$ cat src/rtl/qam16_pkg.sv
// Shared 16-QAM constants: default levels, frame geometry, Gray codes and the
// receive FSM state encoding (also used by the modulator mapping table).
package qam16_pkg;

  localparam int AMP_DEFAULT      = 64;
  localparam int SYMS_DEFAULT     = 32;
  localparam int SAMPLE_W_DEFAULT = 9;
  localparam int FRAME_W          = 4 * SYMS_DEFAULT;

  // Gray mapping of the four amplitude levels, most negative first.
  localparam logic [1:0] G_M3 = 2'b00;
  localparam logic [1:0] G_M1 = 2'b01;
  localparam logic [1:0] G_P1 = 2'b11;
  localparam logic [1:0] G_P3 = 2'b10;

  typedef enum logic [1:0] {
    ST_IDLE    = 2'd0,
    ST_COLLECT = 2'd1,
    ST_FULL    = 2'd2
  } state_e;

endpackage

$ cat src/rtl/qam16_slicer.sv
// Combinational hard slicer for one axis: signed sample against +/-thr_i
// produces the 2-bit Gray code of the nearest 16-QAM level.
module qam16_slicer
  import qam16_pkg::*;
#(
  parameter int SAMPLE_W = SAMPLE_W_DEFAULT
) (
  input  logic signed [SAMPLE_W-1:0] x_i,
  input  logic signed [SAMPLE_W:0]   thr_i,
  output logic        [1:0]          code_o
);

  // One extra bit keeps +thr and -thr representable for any legal sample width.
  logic signed [SAMPLE_W:0] x_ext;
  logic signed [SAMPLE_W:0] neg_thr;

  assign x_ext   = SAMPLE_W'(1) == 0 ? '0 : {x_i[SAMPLE_W-1], x_i};
  assign neg_thr = -thr_i;

  always_comb begin
    if (x_ext < neg_thr)    code_o = G_M3;
    else if (x_ext[SAMPLE_W]) code_o = G_M1;
    else if (x_ext < thr_i) code_o = G_P1;
    else                    code_o = G_P3;
  end

endmodule

$ cat src/rtl/demod_16qam_rx.sv
// 16-QAM receive slicer and frame packer: slices I/Q samples to Gray symbols,
// packs SYMS symbols into one codeword and offers it on a valid/ready port.
module demod_16qam_rx
  import qam16_pkg::*;
#(
  parameter int SAMPLE_W = SAMPLE_W_DEFAULT,
  parameter int AMP      = AMP_DEFAULT,
  parameter int SYMS     = SYMS_DEFAULT
) (
  input  logic                       clk,
  input  logic                       reset,
  input  logic                       sample_valid,
  input  logic                       sof,
  input  logic signed [SAMPLE_W-1:0] i_in,
  input  logic signed [SAMPLE_W-1:0] q_in,
  output logic        [3:0]          sym_out,
  output logic                       sym_valid,
  output logic        [4*SYMS-1:0]   frame_out,
  output logic                       frame_valid,
  input  logic                       frame_ready,
  output logic                       overflow,
  output logic                       busy
);

  localparam int FW    = 4 * SYMS;
  localparam int CNT_W = $clog2(SYMS + 1);
  localparam logic signed [SAMPLE_W:0] THR = (SAMPLE_W + 1)'(2 * AMP);
  localparam logic [CNT_W-1:0] LAST_SLOT = CNT_W'(SYMS - 1);

  logic [1:0] code_i, code_q;
  logic [3:0] sym;

  qam16_slicer #(.SAMPLE_W(SAMPLE_W)) u_slice_i (.x_i(i_in), .thr_i(THR), .code_o(code_i));
  qam16_slicer #(.SAMPLE_W(SAMPLE_W)) u_slice_q (.x_i(q_in), .thr_i(THR), .code_o(code_q));

  assign sym = {code_i, code_q};

  state_e           state_q, state_d;
  logic [CNT_W-1:0] count_q, count_d;
  logic [FW-1:0]    asm_q, asm_d;
  logic [FW-1:0]    frame_q, frame_d;
  logic [3:0]       sym_q, sym_d;
  logic             symv_q, symv_d;
  logic             ovf_q, ovf_d;

  // Candidate assembly words: current partial frame with this symbol at its
  // slot, and a fresh frame holding only slot 0.
  logic [FW-1:0] asm_ins, asm_start;

  always_comb begin
    // NOTE: every variable gets a default before the case, so no path can infer a latch.
    state_d   = state_q;
    count_d   = count_q;
    asm_d     = asm_q;
    frame_d   = frame_q;
    sym_d     = sym_q;
    symv_d    = 1'b0;
    ovf_d     = ovf_q;

    asm_ins   = asm_q;
    asm_ins[FW-1-4*int'(count_q) -: 4] = sym;
    asm_start = '0;
    asm_start[FW-1 -: 4] = sym;

    unique case (state_q)
      ST_IDLE: begin
        if (sample_valid) begin
          sym_d  = sym;
          symv_d = 1'b1;
          if (sof) begin
            asm_d   = asm_start;
            count_d = CNT_W'(1);
            state_d = ST_COLLECT;
          end
        end
      end

      ST_COLLECT: begin
        if (sample_valid) begin
          sym_d  = sym;
          symv_d = 1'b1;
          if (sof) begin
            asm_d   = asm_start;
            count_d = CNT_W'(1);
          end else if (count_q == LAST_SLOT) begin
            frame_d = asm_ins;
            count_d = '0;
            state_d = ST_FULL;
          end else begin
            asm_d   = asm_ins;
            count_d = count_q + CNT_W'(1);
          end
        end
      end

      ST_FULL: begin
        // A sof arriving with frame_ready chains straight into the next frame.
        if (frame_ready && sample_valid && sof) begin
          sym_d   = sym;
          symv_d  = 1'b1;
          asm_d   = asm_start;
          count_d = CNT_W'(1);
          state_d = ST_COLLECT;
        end else begin
          if (sample_valid) ovf_d = 1'b1;
          if (frame_ready)  state_d = ST_IDLE;
        end
      end

      default: state_d = ST_IDLE;
    endcase
  end

  always_ff @(posedge clk) begin
    // NOTE: non-blocking assignments so every register samples pre-edge values.
    if (reset) begin
      state_q <= ST_IDLE;
      count_q <= '0;
      asm_q   <= '0;
      frame_q <= '0;
      sym_q   <= '0;
      symv_q  <= 1'b0;
      ovf_q   <= 1'b0;
    end else begin
      state_q <= state_d;
      count_q <= count_d;
      asm_q   <= asm_d;
      frame_q <= frame_d;
      sym_q   <= sym_d;
      symv_q  <= symv_d;
      ovf_q   <= ovf_d;
    end
  end

  assign sym_out     = sym_q;
  assign sym_valid   = symv_q;
  assign frame_out   = frame_q;
  assign frame_valid = (state_q == ST_FULL);
  assign overflow    = ovf_q;
  assign busy        = (state_q != ST_IDLE);

endmodule

$ cat config.mk
export PLATFORM = sky130hd
export DESIGN_NAME = demod_16qam_rx
export DESIGN_NICKNAME = d
export VERILOG_FILES = /design/src/rtl/qam16_pkg.sv /design/src/rtl/qam16_slicer.sv /design/src/rtl/demod_16qam_rx.sv
export SDC_FILE = /design/constraint.sdc
export NUM_CORES = 1
export LEC_CHECK = 0
export CORE_UTILIZATION = 50
export DETAILED_ROUTE_END_ITERATION = 12
export GPL_ROUTABILITY_DRIVEN = 0
export PLACE_DENSITY = 0.77
export SLEW_MARGIN = 20
export SYNTH_ARGS = -nofsm -noshare
export SYNTH_HDL_FRONTEND = slang
export SYNTH_SLANG_ARGS = --single-unit
export TNS_END_PERCENT = 50
$ cat constraint.sdc
create_clock -name clk -period 2 [get_ports clk]
set_clock_uncertainty 0.2 [all_clocks]
set_input_delay 0.4 -clock clk [delete_from_list [all_inputs] [get_ports clk]]
set_output_delay 0.4 -clock clk [all_outputs]
set_load 0.01 [all_outputs]
==> run_results.csv, run 1 <==
group,metric,value,unit
die,rows,55,
finish,final_core_util,0.698,
place,hpwlAfterDp,23700,um
power_and_ir_drop,irDropWorstVdd,459,uV
grt,antenna_found_initial,0,
synth,postSynthCellCount,1260,
grt,grt_usage,0.288,
min_path,hp-class,"in -> reg",
power_and_ir_drop,comb_power_share,0.080,
timing,finalHoldViolCount,0,
critical_path,cp_slowest_cell,"dfxtp_4",
finish,final_common_cell,"dfxtp_1",
finish,layout_common_cells,"264 x dfxtp_1, 155 x nand2_1, 133 x dlygate4sd2_1",
critical_path,critical_path_class,"reg -> reg",
synth,ys_async_sr_fraction,0,
routing,drcViolationCount,0,
synth,synth_area,0.0118,sq mm
power_and_ir_drop,power,11200,uW
die,start_util,0.517,
finish,drive_above_1_share,0.224,
synth,yosys-top-cells-area,"dfxtp_1 46%, a22o_1 8.9%, o221ai_4 6.4%",
finish,num-nets-final,1516,
timing,grt_setup_unrepaired,"true",
timing,finalSetupViolCount,8,
die,die_y,156,um
die,ios,159,
finish,stdcell_count,1820,
synth,yosys_warnings,0,
critical_path,crit_required,2.27,ns
routing,antenna_left,0,
critical_path,r2r_slack,-0.02,ns
outcome,violations,"negative setup slack",
grt,grt-ovfl-total,0,
synth,synthFlopType,"dfxtp_1",
timing,layout_setup_ws,-0.0249,ns
timing,max_freq,0.494,GHz
clock_tree,cts_hold_buf,0,
power_and_ir_drop,p_seq_frac,0.482,
grt,grt_first_pass_wirelength,55900,um
power_and_ir_drop,clockPowerShare,0.438,
synth,yosysTopAreaCell,"dfxtp_1",
synth,ys_seq_area_frac,0.456,
critical_path,critPathArrivalTime,2.29,ns
clock_tree,htree_levels,1,
clock_tree,cts_inserted_buffers,27,
routing,first_iter_violations,885,
finish,diodes,0,
critical_path,max_stage_delay,0.36,ns
critical_path,endpoint_kind,"register",
synth,synth.top_cell.area_share,0.456,
outcome,status,"finished, violations left",
synth,avgSynthCellArea,9.40,sq um
clock_tree,cts.sinks,270,
critical_path,worstPathMaxFanout,8,
timing,maxSlewViolCount,0,
synth,ys_seq_elements,270,
die,core-area,0.0229,sq mm
power_and_ir_drop,netSwitchingFraction,0.236,
place,place_inst,1755,
clock_tree,clk_latency,0.55,ns
power_and_ir_drop,p_int,8560,uW
routing,highest-signal-layer,"met4",
routing,wl_per_cell,20.0,um
routing,routed-via-count,11000,
timing,period_share,1.01,
grt,grt_pass1_vias,10600,
timing,timing.hold.ws,0.200,ns
power_and_ir_drop,p_sw,2640,uW
timing,relSlewSlack,0.666,
routing,met2WireLength,17100,um
critical_path,crit_chain,"and4b_1 -> buf_6 -> a211o_4 -> buf_12 -> clkbuf_16 -> nor2_2 -> a22o_1",
clock_tree,cts_tree,"yes",
timing,fin_crit,2.02,ns
place,place.port_buffers,144,
clock_tree,root_buffer,"clkbuf_16",
finish,syn_to_final_growth,35.0,%
routing,dr.pass1.iters,5,
synth,synth_edf_count,0,
timing,tightest_slew,0.501,ns
job,maxCapViolations,0,
routing,via_per_inst,6.05,
synth,synthDistinctLibCells,52,
routing,drt-total-wl,36400,um
die,die_w,156,um
routing,route.met3.wl,2750,um
synth,synth_nets,1286,
clock_tree,path_clk_slew,0.07,ns
die,die_area,0.0243,sq mm
power_and_ir_drop,p_leak,0.00612,uW
grt,grt_max_degree,45,
clock_tree,clock_path_buffers,3,
routing,met1_length,15200,um
power_and_ir_drop,p_per_area,700,mW/mm^2
critical_path,critPathLaunchType,"register",
==> timing repair <==
item / in CTS / in global routing
setup buffers: 3 / 9
pin swaps: 1 / 66
endpoints found under the setup margin: 263 / 227
resized for setup: 170 / 84
cloned: 0 / 7
==> layout make-up <==
class | instances | area, sq um
Clock buffer | 37 | 763
Inverter | 6 | 22.5
Multi-Input combinational cell | 864 | 6110
Tap cell | 313 | 392
Fill cell | 1687 | 6920
Sequential cell | 270 | 5420
Timing Repair Buffer | 321 | 3220
Clock inverter | 9 | 76.3
==> critical path: cells and delay by family (launching register included) <==
family                 cells  cell delay (ns)
DFF                        1             0.36
and+or+nand+nor            2             0.38
AOI/OAI and AO/OA          2             0.54
buffers and inverters      3             0.48
==> cell usage after synthesis (3+ instances only) <==
cell,count
dfxtp_1,270
nand2_1,156
a22o_1,120
nor2_1,116
nand3b_1,69
a21oi_1,68
clkbuf_1,68
nor3_1,61
a311oi_1,58
o21ai_0,54
o221ai_4,29
buf_2,24
nor2_2,21
o21ai_1,14
buf_6,13
mux2i_1,12
nand2b_1,10
nand3_1,8
a31oi_1,6
buf_1,6
buf_4,6
inv_1,6
nor3b_1,5
or3_1,5
or3b_2,5
a211oi_1,3
and3b_1,3
buf_8,3
ha_1,3
nor2b_1,3
o32ai_1,3
or2_2,3
==> logic make-up (layout without fill, tap and decap cells) <==
logic type,after synthesis,in the layout,synth area share
simple gates,479,479,0.202
fa+ha+maj,3,3,0.00317
compound gates,370,370,0.273
mux,12,12,0.0101
buf+inv,126,373,0.0554
flops,270,270,0.456
==> stage by stage <==
step           TNS (ns)  area, sq um  setup slack [ns]
3_5_place_dp    -141.28        14700            -0.664
5_1_grt           -1.83        16000           -0.0645
6_report         -0.115        16000           -0.0249
4_1_cts         -0.0318        15500           -0.0277
3_3_place_gp    -120.84        14700            -0.528
2_1_floorplan         0        11800            0.0191
==> power by group through the flow <==
stage	Clock [uW]	Sequential, uW	Combinational [uW]
after floorplan	0	5520	499
after global placement	0	5520	830
after detailed placement	0	5520	842
after CTS	4900	5400	857
after global routing	5140	5400	938
final	4900	5400	899
==> registers in the layout, indices dropped and copies added (netlist names) <==
name and count:
overflow 1, sym_out 4, state_q 2, frame_out 128
sym_valid 1, count_q 6, asm_q 128
==> final timing paths <==
check	from	to	cells after the start
setup / recovery	count_q[3]	asm_q[122]	7
hold / removal	reset	frame_out[34]	3
setup reg to reg	count_q[3]	asm_q[122]	7
hold reg to reg	frame_out[65]	frame_out[65]	2
==> per-layer routing <==
metal,global-route usage,vias to the layer above
met5,0,-
met4,0.125,0
met3,0.0464,102
met2,0.466,519
met1,0.379,5275
li1,-,5111
No activity file was read; power rests on OpenSTA's default activity.
==> run 2: changes to the inputs <==
clock period = 1.8 ns   (was 2 ns; I/O delays follow)
==> run 2 against run 1 <==
Against the previous run: the flow still finishes with violations (negative setup slack); global-route usage increased by 9.9 points; maximum frequency decreased by 18%; power grew 20%; cell count up 5.1%; critical path type unchanged.
==> run_results.csv, run 2 (synthesized netlist as in run 1, its figures left out) <==
group,metric,value,unit
place,placed_area,0.0149,sq mm
grt,grt_pass1_vias,12800,
routing,routed-via-count,13400,
clock_tree,path_clk_slew,0.07,ns
clock_tree,clk_latency,0.56,ns
critical_path,critical_path_class,"reg -> reg",
routing,first_iter_violations,1653,
power_and_ir_drop,p_seq_frac,0.445,
routing,drcViolationCount,0,
grt,antenna_found_initial,5,
place,dpl_worst_slack,-0.797,ns
power_and_ir_drop,p_int,10100,uW
timing,fin_crit,2.48,ns
critical_path,worst_path_dominant_cell_family,"buffers and inverters",
job,maxCapViolations,0,
grt,grt-ovfl-total,0,
finish,layout_common_cells,"261 x dfxtp_1, 147 x buf_4, 133 x nand2_1",
critical_path,critPathArrivalTime,2.72,ns
critical_path,cp_slowest_cell,"nand3b_1",
clock_tree,cts_tree,"yes",
power_and_ir_drop,p_leak,0.00759,uW
finish,num-nets-final,1602,
timing,max_freq,0.403,GHz
power_and_ir_drop,p_sw,3380,uW
die,die_y,156,um
die,die_w,156,um
timing,relSlewSlack,0.463,
finish,final_common_cell,"dfxtp_1",
timing,finalSetupViolCount,273,
clock_tree,cts.sinks,270,
routing,antenna_left,0,
die,start_util,0.517,
critical_path,max_stage_delay,0.49,ns
die,core-area,0.0229,sq mm
timing,grt_setup_unrepaired,"true",
critical_path,crit_chain,"buf_12 -> buf_6 -> nand3b_1 -> buf_4 -> nor2_4 -> o221ai_4 -> a22o_1",
outcome,violations,"negative setup slack",
routing,wl_per_cell,29.1,um
finish,post-route-cell-area,0.0186,sq mm
timing,finalHoldViolCount,0,
die,rows,55,
finish,n_fill_cell,1116,
timing,maxSlewViolCount,0,
critical_path,path_buf_inv,3,
die,die_area,0.0243,sq mm
clock_tree,cts_inserted_buffers,28,
timing,layout_setup_ws,-0.681,ns
outcome,status,"finished, violations left",
routing,via_per_inst,7.03,
critical_path,crit_required,2.04,ns
timing,timing.hold.ws,0.0406,ns
clock_tree,cts_hold_buf,0,
clock_tree,clock_path_buffers,3,
grt,grt_first_pass_wirelength,73500,um
grt,grt_usage,0.387,
finish,syn_to_final_growth,56.9,%
place,hpwlAfterDp,23300,um
power_and_ir_drop,comb_power_share,0.089,
place,place_inst,1766,
place,place.port_buffers,144,
power_and_ir_drop,irDropWorstVdd,570,uV
timing,period_share,1.38,
critical_path,critPathLaunchType,"register",
clock_tree,htree_levels,1,
finish,stdcell_count,1912,
min_path,hp-class,"in -> reg",
critical_path,endpoint_kind,"register",
grt,grt_max_degree,75,
routing,dr.pass1.iters,7,
power_and_ir_drop,netSwitchingFraction,0.250,
finish,drive_above_1_share,0.384,
routing,drt-total-wl,55600,um
clock_tree,root_buffer,"clkbuf_16",
die,ios,159,
critical_path,worstPathMaxFanout,6,
power_and_ir_drop,clockPowerShare,0.466,
timing,tightest_slew,0.805,ns
power_and_ir_drop,p_per_area,725,mW/mm^2
run 2: timing repair:
action	4_1_cts	5_1_grt
setup endpoints to repair	397	304
pin swaps	97	118
resized for setup	332	216
gates cloned	29	5
buffers inserted	52	18
run 2: worst paths after layout:
| kind | from | to | cells after the start | slack, ns |
|---|---|---|---|---|
| max | count_q[2] | asm_q[85] | 7 | -0.68 |
| max reg2reg | count_q[2] | asm_q[85] | 7 | -0.68 |
| min reg2reg | asm_q[114] | asm_q[114] | 1 | 0.28 |
| min | reset | count_q[4] | 3 | 0.04 |
run 2: stage by stage:
step / TNS (ns) / util / power, uW
2_1_floorplan: -2.92 / - / 6720
5_1_grt: -96.13 / 0.811 / 13700
4_1_cts: -45.75 / 0.775 / 13200
6_report: -92.94 / 0.812 / 13500
3_3_place_gp: -168.08 / 0.651 / 7080
3_5_place_dp: -174.52 / 0.651 / 7090
run 2: cell type report:
| type | count | area, sq um | share of cell area |
|---|---|---|---|
| Multi-Input combinational cell | 865 | 7090 | 0.381 |
| Sequential cell | 270 | 5430 | 0.292 |
| Timing Repair Buffer | 405 | 4680 | 0.252 |
| Clock buffer | 41 | 831 | 0.0447 |
| Tap cell | 313 | 392 | 0.0211 |
| Clock inverter | 11 | 144 | 0.00774 |
| Inverter | 6 | 22.5 | 0.00121 |
| Antenna cell | 1 | 2.50 | 0.000135 |
run 2: worst min-delay path: stages:
cell and delay, ns:
buf_6 0.12, buf_4 0.21, a21oi_2 0.06
run 2: per-layer routing:
metal  share of wire  global-route usage  up-vias
met5         0.00041                   0        -
met4           0.099               0.260        4
met3            0.12              0.0786      515
met2            0.45               0.649     1306
met1            0.33               0.446     6335
li1                -                   -     5280
run 2: power by group through the flow:
stage	sequential (uW)	clock, uW	combinational [uW]
CTS	6000	6110	1060
global route	6000	6460	1220
finish	6000	6280	1210
global placement	6140	0	940
detailed placement	6140	0	951
floorplan	6140	0	584
